--- config.mk ---
export PLATFORM = sky130hd
export DESIGN_NAME = raw_fifo_arbiter
export DESIGN_NICKNAME = d
export VERILOG_FILES = /design/src/rtl/raw_arb_pkg.sv /design/src/rtl/raw_arb_wdog.sv /design/src/rtl/raw_fifo_arbiter.sv
export SDC_FILE = /design/constraint.sdc
export NUM_CORES = 1
export LEC_CHECK = 0
export CAP_MARGIN = 20
export CORE_MARGIN = 4
export CORE_UTILIZATION = 24
export CTS_CLUSTER_DIAMETER = 100
export DETAILED_ROUTE_END_ITERATION = 12
export PLACE_DENSITY = 0.92
export SLEW_MARGIN = 20
export SYNTH_ARGS = -nofsm -noshare
export SYNTH_HDL_FRONTEND = slang
export SYNTH_SLANG_ARGS = --single-unit
--- constraint.sdc ---
create_clock -name clk -period 1.6 [get_ports clk]
set_input_delay 0.16 -clock clk [delete_from_list [all_inputs] [get_ports clk]]
set_output_delay 0.16 -clock clk [all_outputs]
set_load 0.05 [all_outputs]
--- src/rtl/raw_arb_pkg.sv ---
// Shared definitions for the two-requester raw-data FIFO arbiter.
// State encodings, parameter defaults and the arbitration pick helper.
package raw_arb_pkg;

   localparam int unsigned RAW_DATA_W_DEF  = 32;
   localparam int unsigned RAW_TIMEOUT_DEF = 16;

   typedef enum logic [2:0] {
      ST_IDLE  = 3'b001,
      ST_GNT_0 = 3'b010,
      ST_GNT_1 = 3'b100
   } raw_arb_state_e;

   // On a tie the requester not named by rr_ptr wins.
   function automatic raw_arb_state_e arb_pick(input logic i_req_0,
                                                input logic i_req_1,
                                                input logic i_rr_ptr);
      if (i_req_0 && i_req_1) begin
         return i_rr_ptr ? ST_GNT_0 : ST_GNT_1;
      end else if (i_req_0) begin
         return ST_GNT_0;
      end else if (i_req_1) begin
         return ST_GNT_1;
      end
      return ST_IDLE;
   endfunction

endpackage

--- src/rtl/raw_arb_wdog.sv ---
// Idle-grant watchdog: counts granted cycles with no push and no back-pressure.
// Only instantiated when RAW_ARB_TIMEOUT_EN is defined.
module raw_arb_wdog
   import raw_arb_pkg::*;
#(
   parameter int unsigned TIMEOUT_CYCLES = RAW_TIMEOUT_DEF
) (
   input  logic clk,
   input  logic reset,
   input  logic i_active,
   input  logic i_restart,
   output logic o_expire
);

   localparam int unsigned CW = $clog2(TIMEOUT_CYCLES + 1);
   localparam logic [CW-1:0] LP_TERM = CW'(TIMEOUT_CYCLES - 1);

   logic [CW-1:0] r_cnt;

   // Expiry fires on the cycle that would bring the count to TIMEOUT_CYCLES.
   assign o_expire = i_active && (r_cnt == LP_TERM);

   always_ff @(posedge clk or posedge reset) begin
      if (reset) begin
         r_cnt <= '0;
      end else if (i_restart) begin
         r_cnt <= '0;
      end else if (i_active) begin
         r_cnt <= r_cnt + 1'b1;
      end
   end

endmodule

--- src/rtl/raw_fifo_arbiter.sv ---
// Round-robin arbiter funnelling two raw-data bursts into one shared FIFO.
// Optional idle-grant forced release under RAW_ARB_TIMEOUT_EN.
module raw_fifo_arbiter
   import raw_arb_pkg::*;
#(
   parameter int unsigned DATA_W         = RAW_DATA_W_DEF,
   parameter int unsigned TIMEOUT_CYCLES = RAW_TIMEOUT_DEF
) (
   input  logic              clk,
   input  logic              reset,
   input  logic              req_0,
   input  logic              req_1,
   input  logic              push_0,
   input  logic              push_1,
   input  logic              last_0,
   input  logic              last_1,
   input  logic [DATA_W-1:0] data_0,
   input  logic [DATA_W-1:0] data_1,
   output logic              gnt_0,
   output logic              gnt_1,
   output logic              full_0,
   output logic              full_1,
   input  logic              fifo_full,
   output logic              fifo_push,
   output logic [DATA_W-1:0] fifo_data,
   output logic              timeout
);

   raw_arb_state_e r_state;
   raw_arb_state_e w_state_nxt;
   logic           r_rr_ptr;
   logic           w_rr_nxt;

   logic w_gnt_0;
   logic w_gnt_1;
   logic w_cur_id;
   logic w_push_sel;
   logic w_last_sel;
   logic w_req_sel;
   logic w_accept_last;
   logic w_expire;

   assign w_gnt_0  = (r_state == ST_GNT_0);
   assign w_gnt_1  = (r_state == ST_GNT_1);
   assign w_cur_id = w_gnt_1;

   assign w_push_sel = (w_gnt_0 & push_0) | (w_gnt_1 & push_1);
   assign w_last_sel = (w_gnt_0 & last_0) | (w_gnt_1 & last_1);
   assign w_req_sel  = w_gnt_0 ? req_0 : req_1;

   assign gnt_0     = w_gnt_0;
   assign gnt_1     = w_gnt_1;
   assign fifo_push = w_push_sel & ~fifo_full;
   assign fifo_data = w_gnt_0 ? data_0 : (w_gnt_1 ? data_1 : '0);
   assign full_0    = w_gnt_0 ? fifo_full : 1'b1;
   assign full_1    = w_gnt_1 ? fifo_full : 1'b1;

   assign w_accept_last = fifo_push & w_last_sel;

`ifdef RAW_ARB_TIMEOUT_EN
   logic w_wdog_active;
   logic w_wdog_restart;
   logic r_timeout;

   assign w_wdog_active  = (w_gnt_0 | w_gnt_1) & ~fifo_full & ~w_push_sel;
   assign w_wdog_restart = fifo_push | (r_state == ST_IDLE) | (w_state_nxt != r_state);

   raw_arb_wdog #(
      .TIMEOUT_CYCLES (TIMEOUT_CYCLES)
   ) u_wdog (
      .clk       (clk),
      .reset     (reset),
      .i_active  (w_wdog_active),
      .i_restart (w_wdog_restart),
      .o_expire  (w_expire)
   );

   always_ff @(posedge clk or posedge reset) begin
      if (reset) begin
         r_timeout <= 1'b0;
      end else begin
         r_timeout <= w_expire;
      end
   end

   assign timeout = r_timeout;
`else
   logic w_unused_tmo;

   assign w_expire     = 1'b0;
   assign w_unused_tmo = ^TIMEOUT_CYCLES;
   assign timeout      = 1'b0;
`endif

   // Back-pressure freezes the grant; an accepted last re-arbitrates with no IDLE bubble.
   always_comb begin
      w_state_nxt = r_state;
      w_rr_nxt    = r_rr_ptr;
      case (r_state)
         ST_IDLE: begin
            w_state_nxt = arb_pick(req_0, req_1, r_rr_ptr);
         end
         ST_GNT_0, ST_GNT_1: begin
            if (!fifo_full) begin
               if (w_accept_last) begin
                  w_rr_nxt    = w_cur_id;
                  w_state_nxt = arb_pick(req_0, req_1, w_cur_id);
               end else if (!w_req_sel || w_expire) begin
                  w_rr_nxt    = w_cur_id;
                  w_state_nxt = ST_IDLE;
               end
            end
         end
         default: begin
            w_state_nxt = ST_IDLE;
         end
      endcase
   end

   always_ff @(posedge clk or posedge reset) begin
      if (reset) begin
         r_state  <= ST_IDLE;
         r_rr_ptr <= 1'b1;
      end else begin
         r_state  <= w_state_nxt;
         r_rr_ptr <= w_rr_nxt;
      end
   end

endmodule

# Yosys cells after proc, flatten, opt, wreduce, memory -nomap -nowiden

Cells that the tools add are included.

Register bits after elaboration: 4
Input bits: 73
Output and inout bits: 38
Logic and storage cells: 47

Eq/ne operators: 6
Mux-type cells: 26
Bitwise gates (word level): 9
Reduce and logical (&&, ||, !) cells: 4

Operators with widths:

| operator                                                               | number |
|---|---|
| 32-bit two-way mux                                                     | 2 |
| 3-bit two-way mux                                                      | 11 |
| 1-bit two-way mux                                                      | 12 |
| 1-bit bitwise AND                                                      | 6 |
| 3-bit one-hot mux with 2 select lines                                  | 1 |
| 3-bit by 1-bit equality test with 1-bit output (second input constant) | 1 |
| 3-bit by 2-bit equality test with 1-bit output (second input constant) | 1 |
| 3-bit equality test (second input constant)                            | 1 |
| 3-bit != test (second input constant)                                  | 1 |
| 3-bit AND reduction                                                    | 1 |
| 2-bit by 1-bit != test with 1-bit output (second input constant)       | 1 |
| 2-bit != test (second input constant)                                  | 1 |
| 1-bit bitwise OR                                                       | 2 |
| 2-bit AND reduction                                                    | 1 |
| 2-bit OR reduction                                                     | 1 |
| 1-bit logical AND                                                      | 1 |
| 1-bit inverter                                                         | 1 |

# Longest topological paths before layout

Depth in word-level cells: 12
Gate-level depth with buffers: 5
Gate-level depth less buffers: 4

# Worst setup path before layout

No wires, ideal clock.

Path kind: register to output
Start point: reg r_state[2]
End point: out fifo_data[22]
Arrival: 1,740 ps
Data required time: 1,440 ps
Setup slack: -300 ps
Stages on the path, launching flop included: 6
Path buffers: 2
Path through: dfrtp_1 > buf_6 > nand2b_1 > nor2_1 > buf_2 > a22o_1

Elaborated cells between the ends (all ways): 4
Classes of those cells: eq/ne: 2; mux: 2

RTL lines:

| item                                           | line                    | RTL |
|---|---|---|
| start, declared                                | raw_fifo_arbiter.sv:29  | `raw_arb_state_e r_state;` |
| start signal, assigned                         | raw_fifo_arbiter.sv:125 | `r_state <= w_state_nxt;` |
| 3-bit by 2-bit equality test with 1-bit output | raw_fifo_arbiter.sv:43  | `assign w_gnt_0 = (r_state == ST_GNT_0);` |
| named net gnt_0                                | raw_fifo_arbiter.sv:19  | `output logic gnt_0,` |
| 32-bit two-way mux                             | raw_fifo_arbiter.sv:54  | `assign fifo_data = w_gnt_0 ? data_0 : (w_gnt_1 ? data_1 : '0);` |
| end, declared                                  | raw_fifo_arbiter.sv:25  | `output logic [DATA_W-1:0] fifo_data,` |

The timed path passes the listed nets, and every way through them passes these cells.

# Worst setup path after layout

Start point: reg r_state[2]
End point: reg r_state[1]

Longest elaborated chain between the ends: 8
Elaborated cells between the ends (all ways): 22
Classes of those cells: eq/ne: 5; mux: 7; bitwise: 8; reduce/logical: 2

RTL lines:

| item                                                                                  | line                                                                   | RTL |
|---|---|---|
| 3-bit by 2-bit equality test with 1-bit output or 3-bit equality test (tied branches) | raw_fifo_arbiter.sv:43, raw_fifo_arbiter.sv:99, raw_fifo_arbiter.sv:44 |  |
| 1-bit bitwise AND                                                                     | raw_fifo_arbiter.sv:47                                                 | `assign w_push_sel = (w_gnt_0 & push_0) \| (w_gnt_1 & push_1);` |
| 1-bit bitwise OR                                                                      | raw_fifo_arbiter.sv:47                                                 |  |
| 1-bit bitwise AND                                                                     | raw_fifo_arbiter.sv:53                                                 | `assign fifo_push = w_push_sel & ~fifo_full;` |
| 1-bit bitwise AND                                                                     | raw_fifo_arbiter.sv:58                                                 | `assign w_accept_last = fifo_push & w_last_sel;` |
| 3-bit two-way mux                                                                     | raw_fifo_arbiter.sv:105                                                | `if (w_accept_last) begin` |
| 3-bit two-way mux                                                                     | raw_fifo_arbiter.sv:104                                                | `if (!fifo_full) begin` |
| 3-bit one-hot mux with 2 select lines                                                 | raw_fifo_arbiter.sv:99                                                 | `case (r_state)` |

Several ways; a longest one is shown, not always the timed one. The select of a mux whose other input is x is not followed.
A chain may end at the register's enable or synchronous reset.

==> impl_metrics.tcl <==
set metrics [dict create \
    synth_seq_cells 4 \
    start_kind "flop" \
    finalSetupViolCount 40 \
    worst_setup_path_end_kind "flop" \
    crit_fanout 6 \
    cts_buffer_depth 2 \
    grt_overflow 0 \
    hold_viol 0 \
    hpwl_um 4283 \
    numCtsBuffers 3 \
    final_core_utilization_pct 89.51 \
    grt_usage_pct 25.38 \
    failed_checks "negative setup slack" \
    fin_area_um2 2733 \
    cts_root_buf "clkbuf_4" \
    nets 298 \
    io-pin-count 111 \
    n_antenna_cell 0 \
    grt_max_degree 21 \
    status "finished with violations" \
    max_cap_viol_count 0 \
    layout_setup_ws_ns -0.1924 \
    seq_area_frac_synth_pct 13.31 \
    path_class "reg2reg" \
    syn_area_per_cell_um2 8.288 \
    drcViolationCount 0 \
    syn_to_final_growth_pct 254.5 \
    core_um2 3053 \
    routedWlPerCell_um 25.75 \
    drive_above_1_share_pct 53.81 \
    nFillCells 131 \
    via_per_inst 5.521 \
    p_int_mw 2.205 \
    hold_ws_ns 0.1226 \
    gp_congestion 0.8782 \
    ant_nets 0 \
    synth_largest_area_cell "a22o_1" \
    synthTopCellsByArea "a22o_1, dfstp_2, dfrtp_1" \
    clockPowerShare_pct 3.1 \
    powerDensity_nw_per_um2 1566 \
    grt_setup_unrepaired "true" \
    p_leak_nw 1.153 \
    netlist.area_leader.share_pct 36.36 \
    synth_nets 166 \
    fmax_mhz 557.9 \
    combinationalPowerShare_pct 90.3 \
    required_ns 1.73 \
    p_switching_mw 2.075 \
    min_period_ns 1.792 \
    final_common_cell "clkdlybuf4s50_1" \
    start_util_pct 25.25 \
    peakVddDrop_v 0.001154 \
    die_h_um 64.67 \
    clk_pin_slew_ns 0.04 \
    antenna_found_initial 0 \
    cts_tree "done" \
    yosys_warnings 0 \
    pwr-share-seq_pct 6.6 \
    cp.arrival_ns 1.92 \
    netSwitchingFraction_pct 48.48 \
    grt_first_pass_wirelength_um 7990 \
    io_buffers 109 \
    finClkSkew_ns 0.009826 \
    clkSinkCount 4 \
    wirelength_um 6876 \
    die_w_um 64.67 \
    yosysUniqueCellTypes 37 \
    synth.cell_area_um2 770.7 \
    cts_hold_buf 0 \
    num_vias 1474 \
    place_area_um2 2430 \
    drtIter0Drc 83 \
    dieArea_um2 4182 \
    layout_common_cells "clkdlybuf4s50_1, buf_12, buf_4" \
    core.rowCount 20 \
    grt_pass1_vias 1388 \
    dr.pass1.iters 4 \
    finalCritPeriodShare_pct 112.0 \
    h-tree-depth 1 \
    insertion_delay_ns 0.24 \
    hold_path_class "in2async" \
    syn-instance-count 93 \
    slew_viol_final 0 \
]
cells by family after synthesis:
kind of cell           synth area share [%]
AO/OA/AOI/OAI                         55.03
buffers and inverters                 10.39
flip-flops                            13.31
other                                0.4865
AND/OR/NAND/NOR                       20.78
routing by layer:
metal  global-route usage (%)  vias up  share of wire (%)
met5                        0        -                  0
met4                    6.860        0                5.0
met3                    4.853       26                8.5
met2                    52.45      118                 55
met1                    25.05      695                 31
li1                         -      635                  -
worst max-delay path, stage by stage (launching register included):
cell and delay, ns:
dfrtp_2 0.44, buf_4 0.16, and2b_1 0.30, a22oi_2 0.16, or3_4 0.39, o211ai_1 0.22
sequential cells by signal (all words and copies together) (netlist names):
name      flops
r_state       3
r_rr_ptr      1
stage by stage:
stage	power (mW)	setup slack, ns	TNS (ns)	instances
global placement	3.485	0.02430	0	248
floorplan	2.001	-0.1002	-0.1002	93
global route	4.379	-0.2343	-7.101	267
detailed placement	3.554	0.01230	0	248
CTS	3.942	-0.1088	-3.169	262
finish	4.280	-0.1924	-5.088	267
cell usage after synthesis:
cell type  number
or4b_4          1
nor4_1          1
nor3_1          1
a31oi_1         1
buf_4           1
a22o_1         32
a211oi_2        1
inv_1           4
o31ai_1         1
o21ai_1         2
buf_2           7
o211ai_2        1
o21ai_0         3
o211ai_1        1
o311ai_0        1
o22a_1          1
nor2_1          3
nor3b_2         1
o21ai_2         1
and2b_2         1
a22oi_2         1
nand2_1         3
o21a_1          1
a21oi_1         2
nor2b_1         1
dfstp_2         2
o32ai_1         1
or3_4           1
and2b_1         1
or2_2           2
dfrtp_1         2
conb_1          1
buf_6           2
and3b_1         3
nand4b_1        1
nand2b_1        3
a22oi_1         1
worst paths after layout:
path	cells after the start	slack (ns)	start	endpoint
min	2	0.12	reset	r_state[2]$_DFFE_PP0P_
min in group clk	3	0.68	r_rr_ptr$_DFFE_PP1P_	r_state[2]$_DFFE_PP0P_
max in group asynchronous	2	1.24	reset	r_state[0]$_DFFE_PP1P_
max reg2reg	5	-0.19	r_state[2]$_DFFE_PP0P_	r_state[1]$_DFFE_PP0P_
min reg2reg	3	0.68	r_rr_ptr$_DFFE_PP1P_	r_state[2]$_DFFE_PP0P_
max	5	-0.19	r_state[2]$_DFFE_PP0P_	r_state[1]$_DFFE_PP0P_
power by group through the flow:
stage | Combinational (mW) | Clock, mW | Sequential (mW)
detailed placement | 3.28 | 0 | 0.279
CTS | 3.54 | 0.127 | 0.273
finish | 3.87 | 0.131 | 0.282
global route | 3.95 | 0.139 | 0.286
floorplan | 1.80 | 0 | 0.198
global placement | 3.21 | 0 | 0.272
layout make-up:
type	count	area (µm²)	share of cell area [%]
clock buffer	3	22.52	0.8242
inverter	4	15.01	0.5495
multi-input combinational	75	789.5	28.89
sequential	4	105.1	3.846
tap	44	55.05	2.015
timing repair buffer	137	1745	63.87
what timing repair did:
action                                  in CTS  in global routing
setup buffers                               10                  4
resized for setup                           13                 16
endpoints found under the hold margin        0                  0
cloned                                       1                  1
endpoints found under the setup margin      36                 40
pin swaps                                    5                  3
No activity file was read; power rests on OpenSTA's default activity.
